==> config.mk <==
export PLATFORM = sky130hd
export DESIGN_NAME = fifo_wr_arbiter_flat
export DESIGN_NICKNAME = d
export VERILOG_FILES = /design/src/rtl/fifo_wr_arbiter_if.sv /design/src/rtl/fifo_wr_arbiter.sv /design/src/flat_wrapper.sv
export SDC_FILE = /design/constraint.sdc
export NUM_CORES = 1
export LEC_CHECK = 0
export CAP_MARGIN = 5
export CORE_MARGIN = 3
export CORE_UTILIZATION = 31
export DETAILED_ROUTE_END_ITERATION = 7
export PLACE_DENSITY = 0.85
export SLEW_MARGIN = 20
export SYNTH_ARGS = -nofsm -noshare
export SYNTH_HDL_FRONTEND = slang
export SYNTH_SLANG_ARGS = --single-unit
export TNS_END_PERCENT = 30
==> constraint.sdc <==
create_clock -name clk -period 2.65 [get_ports clk]
set_clock_uncertainty 0.05 [all_clocks]
set_input_delay 0.6625 -clock clk [delete_from_list [all_inputs] [get_ports clk]]
set_output_delay 0.6625 -clock clk [all_outputs]
set_load 0.05 [all_outputs]
==> src/rtl/fifo_wr_arbiter_if.sv <==
// fifo_wr_arbiter_if: producer request/data bus and FIFO write port of the write arbiter.
interface fifo_wr_arbiter_if #(
    parameter int N_REQ      = 4,
    parameter int DATA_WIDTH = 16
);
    logic [N_REQ-1:0]            req;
    logic [N_REQ*DATA_WIDTH-1:0] wdata_in;
    logic                        fifo_full;
    logic [N_REQ-1:0]            gnt;
    logic [N_REQ-1:0]            ack;
    logic                        fifo_wr;
    logic [DATA_WIDTH-1:0]       fifo_wdata;
    logic                        busy;

    modport master (
        input  req, wdata_in, fifo_full,
        output gnt, ack, fifo_wr, fifo_wdata, busy
    );

    modport slave (
        output req, wdata_in, fifo_full,
        input  gnt, ack, fifo_wr, fifo_wdata, busy
    );
endinterface

==> src/rtl/fifo_wr_arbiter.sv <==
// fifo_wr_arbiter: round-robin burst arbiter sharing one FIFO write port between N_REQ producers.
// FIFO_ARB_HIPRI0_EN gives requester 0 absolute priority and leaves ptr alone after its bursts.
module fifo_wr_arbiter #(
    parameter int N_REQ      = 4,
    parameter int DATA_WIDTH = 16,
    parameter int MAX_BURST  = 4
) (
    input logic clk,
    input logic reset,
    fifo_wr_arbiter_if.master bus
);
    localparam int PW = (N_REQ > 1) ? $clog2(N_REQ) : 1;
    localparam int CW = $clog2(MAX_BURST) + 1;
    localparam logic [PW:0]   NR   = (PW+1)'(N_REQ);
    localparam logic [CW-1:0] LAST = CW'(MAX_BURST - 1);

    typedef enum logic {IDLE, GRANT} state_t;

    state_t             state, state_nxt;
    logic [N_REQ-1:0]   gnt_q, gnt_nxt;
    logic [PW-1:0]      gidx, gidx_nxt;
    logic [PW-1:0]      ptr, ptr_nxt;
    logic [CW-1:0]      cnt, cnt_nxt;
    logic [2*N_REQ-1:0] dbl;
    logic [N_REQ-1:0]   rot;
    logic [PW-1:0]      off, win, gnext;
    logic [PW:0]        sum;
    logic               req_g, accept, done;

    // Rotate requests so ptr sits at bit 0, find the lowest set bit, then rotate back.
    always_comb begin
        dbl = {bus.req, bus.req} >> ptr;
        rot = dbl[N_REQ-1:0];
        off = '0;
        for (int i = N_REQ - 1; i >= 0; i--)
            if (rot[i]) off = PW'(i);
        sum = {1'b0, ptr} + {1'b0, off};
        win = (sum >= NR) ? PW'(sum - NR) : sum[PW-1:0];
`ifdef FIFO_ARB_HIPRI0_EN
        win = bus.req[0] ? '0 : win;
`endif
    end

    assign req_g  = bus.req[gidx];
    assign accept = (state == GRANT) & req_g & ~bus.fifo_full;
    assign done   = ~req_g | (accept & (cnt == LAST));
    assign gnext  = (gidx == PW'(N_REQ - 1)) ? '0 : gidx + 1'b1;

    always_ff @(posedge clk or posedge reset) begin
        if (reset) begin
            state <= IDLE;
            gnt_q <= '0;
            gidx  <= '0;
            ptr   <= '0;
            cnt   <= '0;
        end else begin
            state <= state_nxt;
            gnt_q <= gnt_nxt;
            gidx  <= gidx_nxt;
            ptr   <= ptr_nxt;
            cnt   <= cnt_nxt;
        end
    end

    always_comb begin
        state_nxt = state;
        gnt_nxt   = gnt_q;
        gidx_nxt  = gidx;
        ptr_nxt   = ptr;
        cnt_nxt   = cnt;
        if (state == IDLE) begin
            if (|bus.req) begin
                state_nxt = GRANT;
                gnt_nxt   = N_REQ'(1) << win;
                gidx_nxt  = win;
                cnt_nxt   = '0;
            end
        end else if (done) begin
            state_nxt = IDLE;
            gnt_nxt   = '0;
            cnt_nxt   = '0;
`ifdef FIFO_ARB_HIPRI0_EN
            ptr_nxt   = (gidx == '0) ? ptr : gnext;
`else
            ptr_nxt   = gnext;
`endif
        end else if (accept) begin
            cnt_nxt = cnt + 1'b1;
        end
    end

    assign bus.gnt        = gnt_q;
    assign bus.busy       = (state == GRANT);
    assign bus.fifo_wr    = accept;
    assign bus.ack        = accept ? gnt_q : '0;
    assign bus.fifo_wdata = (state == GRANT) ? bus.wdata_in[gidx*DATA_WIDTH +: DATA_WIDTH] : '0;
endmodule

==> src/flat_wrapper.sv <==
// flat-port wrapper written by rule: the top's interface ports become plain ports
module fifo_wr_arbiter_flat 
#(
    parameter int N_REQ      = 4,
    parameter int DATA_WIDTH = 16,
    parameter int MAX_BURST  = 4
)
  (clk, reset, bus_req, bus_wdata_in, bus_fifo_full, bus_gnt, bus_ack, bus_fifo_wr, bus_fifo_wdata, bus_busy);
  fifo_wr_arbiter_if #(.N_REQ(N_REQ), .DATA_WIDTH(DATA_WIDTH)) bus_i ();
  input logic clk;
  input logic reset;
  input wire logic [$bits(bus_i.req)-1:0] bus_req;
  input wire logic [$bits(bus_i.wdata_in)-1:0] bus_wdata_in;
  input wire logic [$bits(bus_i.fifo_full)-1:0] bus_fifo_full;
  output wire logic [$bits(bus_i.gnt)-1:0] bus_gnt;
  output wire logic [$bits(bus_i.ack)-1:0] bus_ack;
  output wire logic [$bits(bus_i.fifo_wr)-1:0] bus_fifo_wr;
  output wire logic [$bits(bus_i.fifo_wdata)-1:0] bus_fifo_wdata;
  output wire logic [$bits(bus_i.busy)-1:0] bus_busy;
  assign bus_i.req = bus_req;
  assign bus_i.wdata_in = bus_wdata_in;
  assign bus_i.fifo_full = bus_fifo_full;
  assign bus_gnt = bus_i.gnt;
  assign bus_ack = bus_i.ack;
  assign bus_fifo_wr = bus_i.fifo_wr;
  assign bus_fifo_wdata = bus_i.fifo_wdata;
  assign bus_busy = bus_i.busy;
  fifo_wr_arbiter #(.N_REQ(N_REQ), .DATA_WIDTH(DATA_WIDTH), .MAX_BURST(MAX_BURST)) u_core (.clk(clk), .reset(reset), .bus(bus_i));
endmodule
==> run summary <==
final setup vio count - 0
largest net degree at the start of global routing - 19
Post-synth EDFFs - 0
clk_lat worst skew - 0.23 ns
vias in the first global route - 1407
# DRC - 0
first-pass GRT wire length - 6920 µm
initial antenna violation count - 0
Clk pin slew, worst setup/hold paths - 0.05 ns
num ports - 97
worst path required time - 1.94 ns
Area Growth Syn to Fin - 93.1%
FF+latch count, synth - 12
FMAX - 382 MHz
starting density of the core - 0.330
global route overflow - 0
CP max FO - 1
nets - 301
Reg2Reg Setup Slack - 0.68 ns
WS Path Type - in -> out
die area - 0.00481 mm²
Seq/Total Area, Yosys - 0.241
top_reg_cell synth - dfrtp_1
CP Launch Point - bus_wdata_in[17]
CTS Buf Count - 3
placed cell area - 0.00229 mm²
initial drt markers - 36
share of the synthesized area in the top cell type - 0.241
clock root buffer - clkbuf_8
Final Critical Period - 2.62 ns
Die W - 69.3 µm
library cells used by synthesis - 29
Max-Cap Viols - 0
final worst-path cycle share - 0.988
gpl congestion - 0.819
Slew HR - 0.650
DRT Pass-1 Iters - 4
H-Tree Level Count - 1
Slew Viols, Final - 0
Core ar. - 0.00377 mm²
port bufs - 96
total routed wirelength - 4230 µm
Antenna Violating Nets Remaining - 0
worst vdd ir - 656 µV
placed cell count - 269
CP endpoint kind - output port
DP HPWL - 3540 µm
Min-Delay Path Class - reg -> reg
post-synthesis cell count - 119
Via Count - 1350
Data arrival, critical path - 1.91 ns
CTS tree - yes
Most Crowded Layer GR - met2
status - completed
Hold Violations, Final - 0
number of synthesis warnings - 0
crit path launch type - input port
Worst Max-Slew Pin Slew - 0.523 ns
worst-case clock buffer depth - 2
Total Power - 2.61 mW
final instance area - 0.00240 mm²
cts-stage hold buffer count - 0
Final WS setup - 0.0324 ns
Place WS - -0.223 ns
fin cells - 273
Synth area leader - dfrtp_1
average size of a mapped cell - 10.5 µm²
die height - 69.3 µm
M1 GR Usage - 0.210
async set or reset register ratio after synthesis - 1.00
Area contributors post-synth - dfrtp_1, mux4_2, mux4_1, and2_1, nand2_1
layout cell share with drive strength beyond 1 - 0.249
reg2reg start - u_core.ptr[1]
vias per cell - 4.95
Syn Nets - 194
diode count - 0
GR Util All Layers - 0.174
Worst Min Path Start - u_core.cnt[2]
RSZ-0062 raised after global routing - false
P_leak - 1.03 nW
power per cell area - 1090 mW/mm²
GRT met2 Usage - 0.332
Netlist Area Pre-Place - 0.00124 mm²
num rows - 22
wire length per cell - 15.5 µm
met3 Usage GRT - 0.0406
# clock sinks - 12
-- registers in the layout, indices dropped and copies added (netlist names) --
| name | count |
|---|---|
| u_core.cnt | 3 |
| u_core.ptr | 2 |
| u_core.bus.busy | 1 |
| u_core.gidx | 2 |
| u_core.bus.gnt | 4 |
-- cell families (layout without fill, tap and decap cells) --
group,after synthesis,in the layout,share of synthesized area
compound gates,21,21,0.111
xor+xnor,2,2,0.0141
fa+ha+maj,4,4,0.0402
buf+inv,12,118,0.0443
flops,12,12,0.241
mux,19,19,0.347
simple gates,49,49,0.202
-- worst paths after layout --
kind	to	cells after the start
worst min-delay path	u_core.cnt[2]	2
max in group asynchronous	u_core.gidx[0]	2
worst min register to register	u_core.cnt[2]	2
worst max-delay path	bus_fifo_wdata[1]	4
min in group asynchronous	u_core.bus.busy	2
worst max register to register	u_core.bus.gnt[3]	9
-- worst max-delay path, stage by stage --
cell             delay, ns
clkdlybuf4s50_1       0.41
mux4_1                0.50
and2_1                0.18
buf_6                 0.15
-- cell usage in the layout, fill, tap and decap left out, types with 3 or more instances in the layout --
| cell type | n |
|---|---|
| a21oi_1 | 6 |
| and2_1 | 16 |
| and2_4 | 5 |
| buf_4 | 20 |
| buf_6 | 11 |
| clkbuf_8 | 4 |
| clkdlybuf4s50_1 | 71 |
| dfrtp_1 | 12 |
| dlygate4sd2_1 | 4 |
| ha_1 | 4 |
| inv_1 | 6 |
| mux4_1 | 7 |
| mux4_2 | 10 |
| nand2_1 | 13 |
| nand2b_1 | 3 |
| nor2_1 | 7 |
| o21ai_0 | 6 |
-- area by class of cell --
cell class	instances	area, µm²
clock buffer	4	55.1
fill	307	1370
inverter	6	22.5
multi-input combinational	95	908
sequential	12	300
tap	48	60.1
timing repair buffer	108	1050
-- stage by stage --
| stage | setup TNS, ns | utilization | hold slack, ns |
|---|---|---|---|
| after floorplan | 0 | - | 0.400 |
| after global placement | -1.14 | 0.607 | 0.417 |
| after detailed placement | -1.41 | 0.607 | 0.428 |
| after CTS | 0 | 0.629 | 0.439 |
| after global routing | 0 | 0.637 | 0.458 |
| final | 0 | 0.637 | 0.430 |
-- synthesized netlist by cell type, types with 2 or more instances --
cell type,instances
a21oi_1,6
and2_1,20
buf_2,2
clkbuf_1,2
dfrtp_1,12
ha_1,4
inv_1,6
mux2_2,2
mux4_1,7
mux4_2,10
nand2_1,14
nand2b_1,3
nor2_1,8
o21ai_0,6
o31ai_1,2
o32ai_1,2
-- layer usage --
layer | share of wire | vias to the layer above
li1 | - | 661
met1 | 0.41 | 630
met2 | 0.52 | 59
met3 | 0.065 | 0
met4 | 0 | 0
met5 | 0 | -
-- repair_timing --
item / 4_1_cts / 5_1_grt
setup buffers: 0 / 0
endpoints found under the setup margin: 5 / 8
gates resized for setup: 14 / 8
-- report_power, final --
part	internal (mW)	switching, mW	leakage [nW]	total [mW]
Clock	0.131	0.0635	0.0288	0.194
Combinational	0.911	1.16	0.845	2.07
Sequential	0.256	0.0945	0.154	0.351
(Power assumes the default switching activity.)
==> patch 1, RTL diff (same settings) <==
`DATA_WIDTH` is set to 16 in 3 places; all go to 32.
--- a/src/rtl/fifo_wr_arbiter_if.sv
+++ b/src/rtl/fifo_wr_arbiter_if.sv
@@ -1,7 +1,7 @@
 // fifo_wr_arbiter_if: producer request/data bus and FIFO write port of the write arbiter.
 interface fifo_wr_arbiter_if #(
     parameter int N_REQ      = 4,
-    parameter int DATA_WIDTH = 16
+    parameter int DATA_WIDTH = 32
 );
     logic [N_REQ-1:0]            req;
     logic [N_REQ*DATA_WIDTH-1:0] wdata_in;
--- a/src/rtl/fifo_wr_arbiter.sv
+++ b/src/rtl/fifo_wr_arbiter.sv
@@ -2,7 +2,7 @@
 // FIFO_ARB_HIPRI0_EN gives requester 0 absolute priority and leaves ptr alone after its bursts.
 module fifo_wr_arbiter #(
     parameter int N_REQ      = 4,
-    parameter int DATA_WIDTH = 16,
+    parameter int DATA_WIDTH = 32,
     parameter int MAX_BURST  = 4
 ) (
     input logic clk,
--- a/src/flat_wrapper.sv
+++ b/src/flat_wrapper.sv
@@ -2,7 +2,7 @@
 module fifo_wr_arbiter_flat 
 #(
     parameter int N_REQ      = 4,
-    parameter int DATA_WIDTH = 16,
+    parameter int DATA_WIDTH = 32,
     parameter int MAX_BURST  = 4
 )
   (clk, reset, bus_req, bus_wdata_in, bus_fifo_full, bus_gnt, bus_ack, bus_fifo_wr, bus_fifo_wdata, bus_busy);
Ports: changed (resized bus_fifo_wdata and bus_wdata_in); port bits go from 97 to 177. No check against the original RTL was run, so the function may have changed too.
==> patch 1 against the original RTL <==
Sequential cell count is the same; total power grew 87%; critical path depth grew 2; synthesized area grew 37%; cell area grew 70%; sequential power grew 13%; final cell count grew 50%; synthesized cell count grew 32%; clock power shrank 11%; routed wire length grew 83%; maximum frequency shrank 0.30%; worst setup slack lost 0.0079 ns.
==> patch 1: results (changes against the original RTL) <==
status=completed (unchanged); global routing usage on met2=0.4478 (was 0.3316); # resized after CTS=9 (was 14); Synth cell types=27 (was 29); vias in the first global route=2333 (was 1407); Largest stage delay, worst path=0.51 ns; synth top area cells=mux4_2 (44%), dfrtp_1 (18%), and2_1 (13%) (was dfrtp_1 (24%), mux4_2 (18%), mux4_1 (15%)); Multi-input gate area=1345 µm² (was 908.4 µm²); GRT Total Usage=0.2380 (was 0.1741); Post-Place Worst Slack=-0.2518 ns (was -0.2234 ns); Seq. cell area=301.5 µm² (was 300.3 µm²); highest-delay cell along the critical path=mux4_2 (was mux4_1); Multi-In Gates=127 (was 95); DR iter-0 viols=137 (was 36); largest net degree at the start of global routing=32 (was 19); Top Metal Used=met4 (was met3); dpl cells=405 (was 269); NumNets Final=480 (was 301); M3 GR Usage=0.06726 (was 0.04058); area grow syn2layout=140.4% (was 93.06%); Compound-Gate Fraction of Synth Area=0.08088 (was 0.1107); Max rail drop VDD=0.0007248 V (was 0.0006558 V); multiplexer share of the synthesized area=0.4500 (was 0.3471); Taps Inserted=70 (was 48); WL met1=2553 µm (was 1743 µm); First-pass DRT Iterations=5 (was 4); met3 routed WL=711 µm (was 276 µm); first-pass GRT wire length=11610 µm (was 6920 µm); sequential-to-total area share from yosys stat=0.1765 (was 0.2414); Data buffer area share=0.5595 (was 0.4393); Non-clk bufs=191 (was 108); Net Count, Synth=296 (was 194); post-synthesis adder-cell area fraction=0.02941 (was 0.04024); DR WL/cell=18.83 µm (was 15.49 µm); met1 Use GR=0.2592 (was 0.2098); layout cell share with drive strength beyond 1=0.2941 (was 0.2489); RePlAce Congestion=0.7467 (was 0.8186); routed wl met2=4311 µm (was 2210 µm); Pleak=1.618 nW (was 1.028 nW); WL final=7720 µm (was 4230 µm); Cells after Synth=157 (was 119); Worst Path Max Fanout=5 (was 1); most frequent cells after synthesis=and2_1 (36), mux4_2 (33), nand2_1 (14), dfrtp_1 (12) (was and2_1 (20), nand2_1 (14), dfrtp_1 (12), mux4_2 (10), nor2_1 (8)); detailed placement HPWL=6734 µm (was 3542 µm)
patch 1: cell count changes after synthesis:
cell / before / now
and2_1: 20 / 36
buf_1: 1 / 0
buf_2: 2 / 3
clkbuf_1: 2 / 8
mux4_1: 7 / 0
mux4_2: 10 / 33
patch 1: where the power goes:
group | switching [mW] | total (mW) | leakage, nW | internal (mW)
Clock | 0.0670 | 0.173 | 0.0228 | 0.106
Sequential | 0.138 | 0.396 | 0.152 | 0.257
Combinational | 2.11 | 4.32 | 1.44 | 2.21
patch 1: final timing paths:
check / start / end / slack (ns) / cells past startpoint
setup / recovery: bus_req[0] / bus_ack[2] / 0.02 / 6
hold / removal: u_core.cnt[2] / u_core.cnt[2] / 0.46 / 2
setup reg to reg: u_core.ptr[1] / u_core.gidx[1] / 0.58 / 9
hold reg to reg: u_core.cnt[2] / u_core.cnt[2] / 0.46 / 2
max in group asynchronous: reset / u_core.gidx[0] / 1.53 / 2
min in group asynchronous: reset / u_core.bus.gnt[3] / 0.68 / 2
==> patch 2, RTL diff (same settings) <==
Made on the original files. Reset style: synchronous (`reset`), changed in one clocked block.
--- a/src/rtl/fifo_wr_arbiter.sv
+++ b/src/rtl/fifo_wr_arbiter.sv
@@ -46,7 +46,7 @@
     assign done   = ~req_g | (accept & (cnt == LAST));
     assign gnext  = (gidx == PW'(N_REQ - 1)) ? '0 : gidx + 1'b1;
 
-    always_ff @(posedge clk or posedge reset) begin
+    always_ff @(posedge clk) begin
         if (reset) begin
             state <= IDLE;
             gnt_q <= '0;
Formal check against the unedited RTL: differs if reset is asserted again (counterexample within 4 cycles, from zero or initial values and one cycle with reset high); with reset held inactive, the same outputs for 10 cycles.
==> patch 2 against the original RTL <==
Worst setup slack better by 0.011 ns; hold slack worse by 0.0090 ns; cell area is 4.2% higher; sequential cell count stayed put; routed wire length is 8.6% higher; synthesized area is 8.5% higher; largest cell class unchanged; highest routed layer is now met4.
Power is not compared: it rests on default switching activity, and its combinational part moved more than twofold at a synthesized area within 25%.
==> patch 2: results (changes against the original RTL) <==
status=completed (unchanged); FF-to-FF setup slack=0.58 ns (was 0.68 ns); Post-Place Worst Slack=-0.2117 ns (was -0.2234 ns); RePlAce Congestion=0.7638 (was 0.8186); met1 Use GR=0.1976 (was 0.2098); Async SR Flop Fraction=0 (was 1.000); CTS Buf Count=3 (unchanged); Tcrit/Tclk final=0.9836 (was 0.9878); vias per inst=5.204 (was 4.945); Compound-Gate Fraction of Synth Area=0.1419 (was 0.1107); global routing usage on met2=0.3418 (was 0.3316); sequential-to-total area share from yosys stat=0.1781 (was 0.2414); Net Count, Synth=205 (was 194); FF-to-FF path depth=7 (was 9); Worst Setup EP=bus_fifo_wdata[6] (was bus_fifo_wdata[1]); WHS Path Cells=2 (unchanged); Via Count=1478 (was 1350); largest net degree at the start of global routing=18 (was 19); port bufs=96 (unchanged); Tightest Pin Transition=0.4934 ns (was 0.5228 ns); NumNets Final=310 (was 301); detailed placement HPWL=3819 µm (was 3542 µm); r2r startpoint=u_core.ptr[0] (was u_core.ptr[1]); HP Class=reg -> reg (unchanged); post-synthesis xor/xnor area fraction=0.01855 (was 0.01408); routed wl met2=2391 µm (was 2210 µm); dpl cells=279 (was 269); WL met1=1727 µm (was 1743 µm); CP Launch Point=bus_wdata_in[54] (was bus_wdata_in[17]); Largest stage delay, worst path=0.47 ns (was 0.50 ns); highest-delay cell along the critical path=mux4_2 (was mux4_1); fillers=347 (was 307); r2r endpoint=u_core.bus.gnt[2] (was u_core.bus.gnt[3]); post-synthesis adder-cell area fraction=0.03711 (was 0.04024); ys flop type=dfxtp_1 (was dfrtp_1); WL final=4594 µm (was 4230 µm); first-pass GRT wire length=7238 µm (was 6920 µm); Top Metal Used=met4 (was met3); Cells after Synth=130 (was 119); most frequent cells after synthesis=and2_1 (20), mux4_2 (17), nor2_1 (16), dfxtp_1 (12), nand2_1 (5) (was and2_1 (20), nand2_1 (14), dfrtp_1 (12), mux4_2 (10), nor2_1 (8)); synth top area cells=mux4_2 (28%), dfxtp_1 (18%), and2_1 (9.3%) (was dfrtp_1 (24%), mux4_2 (18%), mux4_1 (15%)); Largest register FFs=4 (unchanged); GRT Total Usage=0.1770 (was 0.1741); DR iter-0 viols=53 (was 36); Synth cell types=41 (was 29); layout cell share with drive strength beyond 1=0.3248 (was 0.2489); met3 routed WL=416 µm (was 276 µm); hold path startpoint=u_core.cnt[1] (was u_core.cnt[2]); M3 GR Usage=0.03878 (was 0.04058); Critical Path AT=1.89 ns (was 1.91 ns); multiplexer share of the synthesized area=0.3135 (was 0.3471); Hold EP=u_core.cnt[1] (was u_core.cnt[2]); worst hold slack=0.4213 ns (was 0.4304 ns)
## patch 2: cell types whose count changed after synthesis, sizes merged, moves of 3 or more
cell and delta:
dfrtp -12, dfxtp +12, nand2 -9, nor2 +9
a21oi -5, buf +4, mux2i +4, o21ai -4
inv -3, nor2b +3
## patch 2: cells by family (layout without fill, tap and decap cells)
| kind of cell | Yosys count | count (layout) |
|---|---|---|
| XOR/XNOR | 2 | 2 |
| flip-flops | 12 | 12 |
| AND/OR/NAND/NOR | 58 | 58 |
| buffers and inverters | 14 | 118 |
| AO/OA/AOI/OAI | 19 | 19 |
| adder cells (fa/ha/maj) | 4 | 4 |
| multiplexers | 21 | 21 |
## patch 2: stage by stage
stage | total power, mW | setup TNS (ns) | area, µm² | util
after floorplan | 0.6774 | -0.3184 | 1358 | -
after global placement | 0.9204 | -1.467 | 2434 | 0.5955
after detailed placement | 0.9346 | -1.674 | 2434 | 0.5955
after CTS | 1.140 | 0 | 2502 | 0.6124
after global routing | 1.191 | 0 | 2502 | 0.6124
final | 1.134 | 0 | 2502 | 0.6124
## patch 2: timing repair
| action | in CTS | in global routing |
|---|---|---|
| buffers inserted | 1 | 0 |
| gates resized for setup | 9 | 0 |
| endpoints found under the setup margin | 5 | 0 |
## patch 2: area by class of cell
cell class / instances / area, µm² / share of cell area
Timing Repair Buffer: 111 / 1089 / 0.4350
Multi-Input combinational cell: 104 / 1045 / 0.4175
Sequential cell: 12 / 240.2 / 0.09600
Tap cell: 50 / 62.56 / 0.02500
Clock buffer: 4 / 55.05 / 0.02200
Inverter: 3 / 11.26 / 0.004500
## patch 2: worst min-delay path, cell delays in order (launching register included)
cell	delay [ns]
dfxtp_1	0.31
nand2b_1	0.07
o21ai_1	0.05
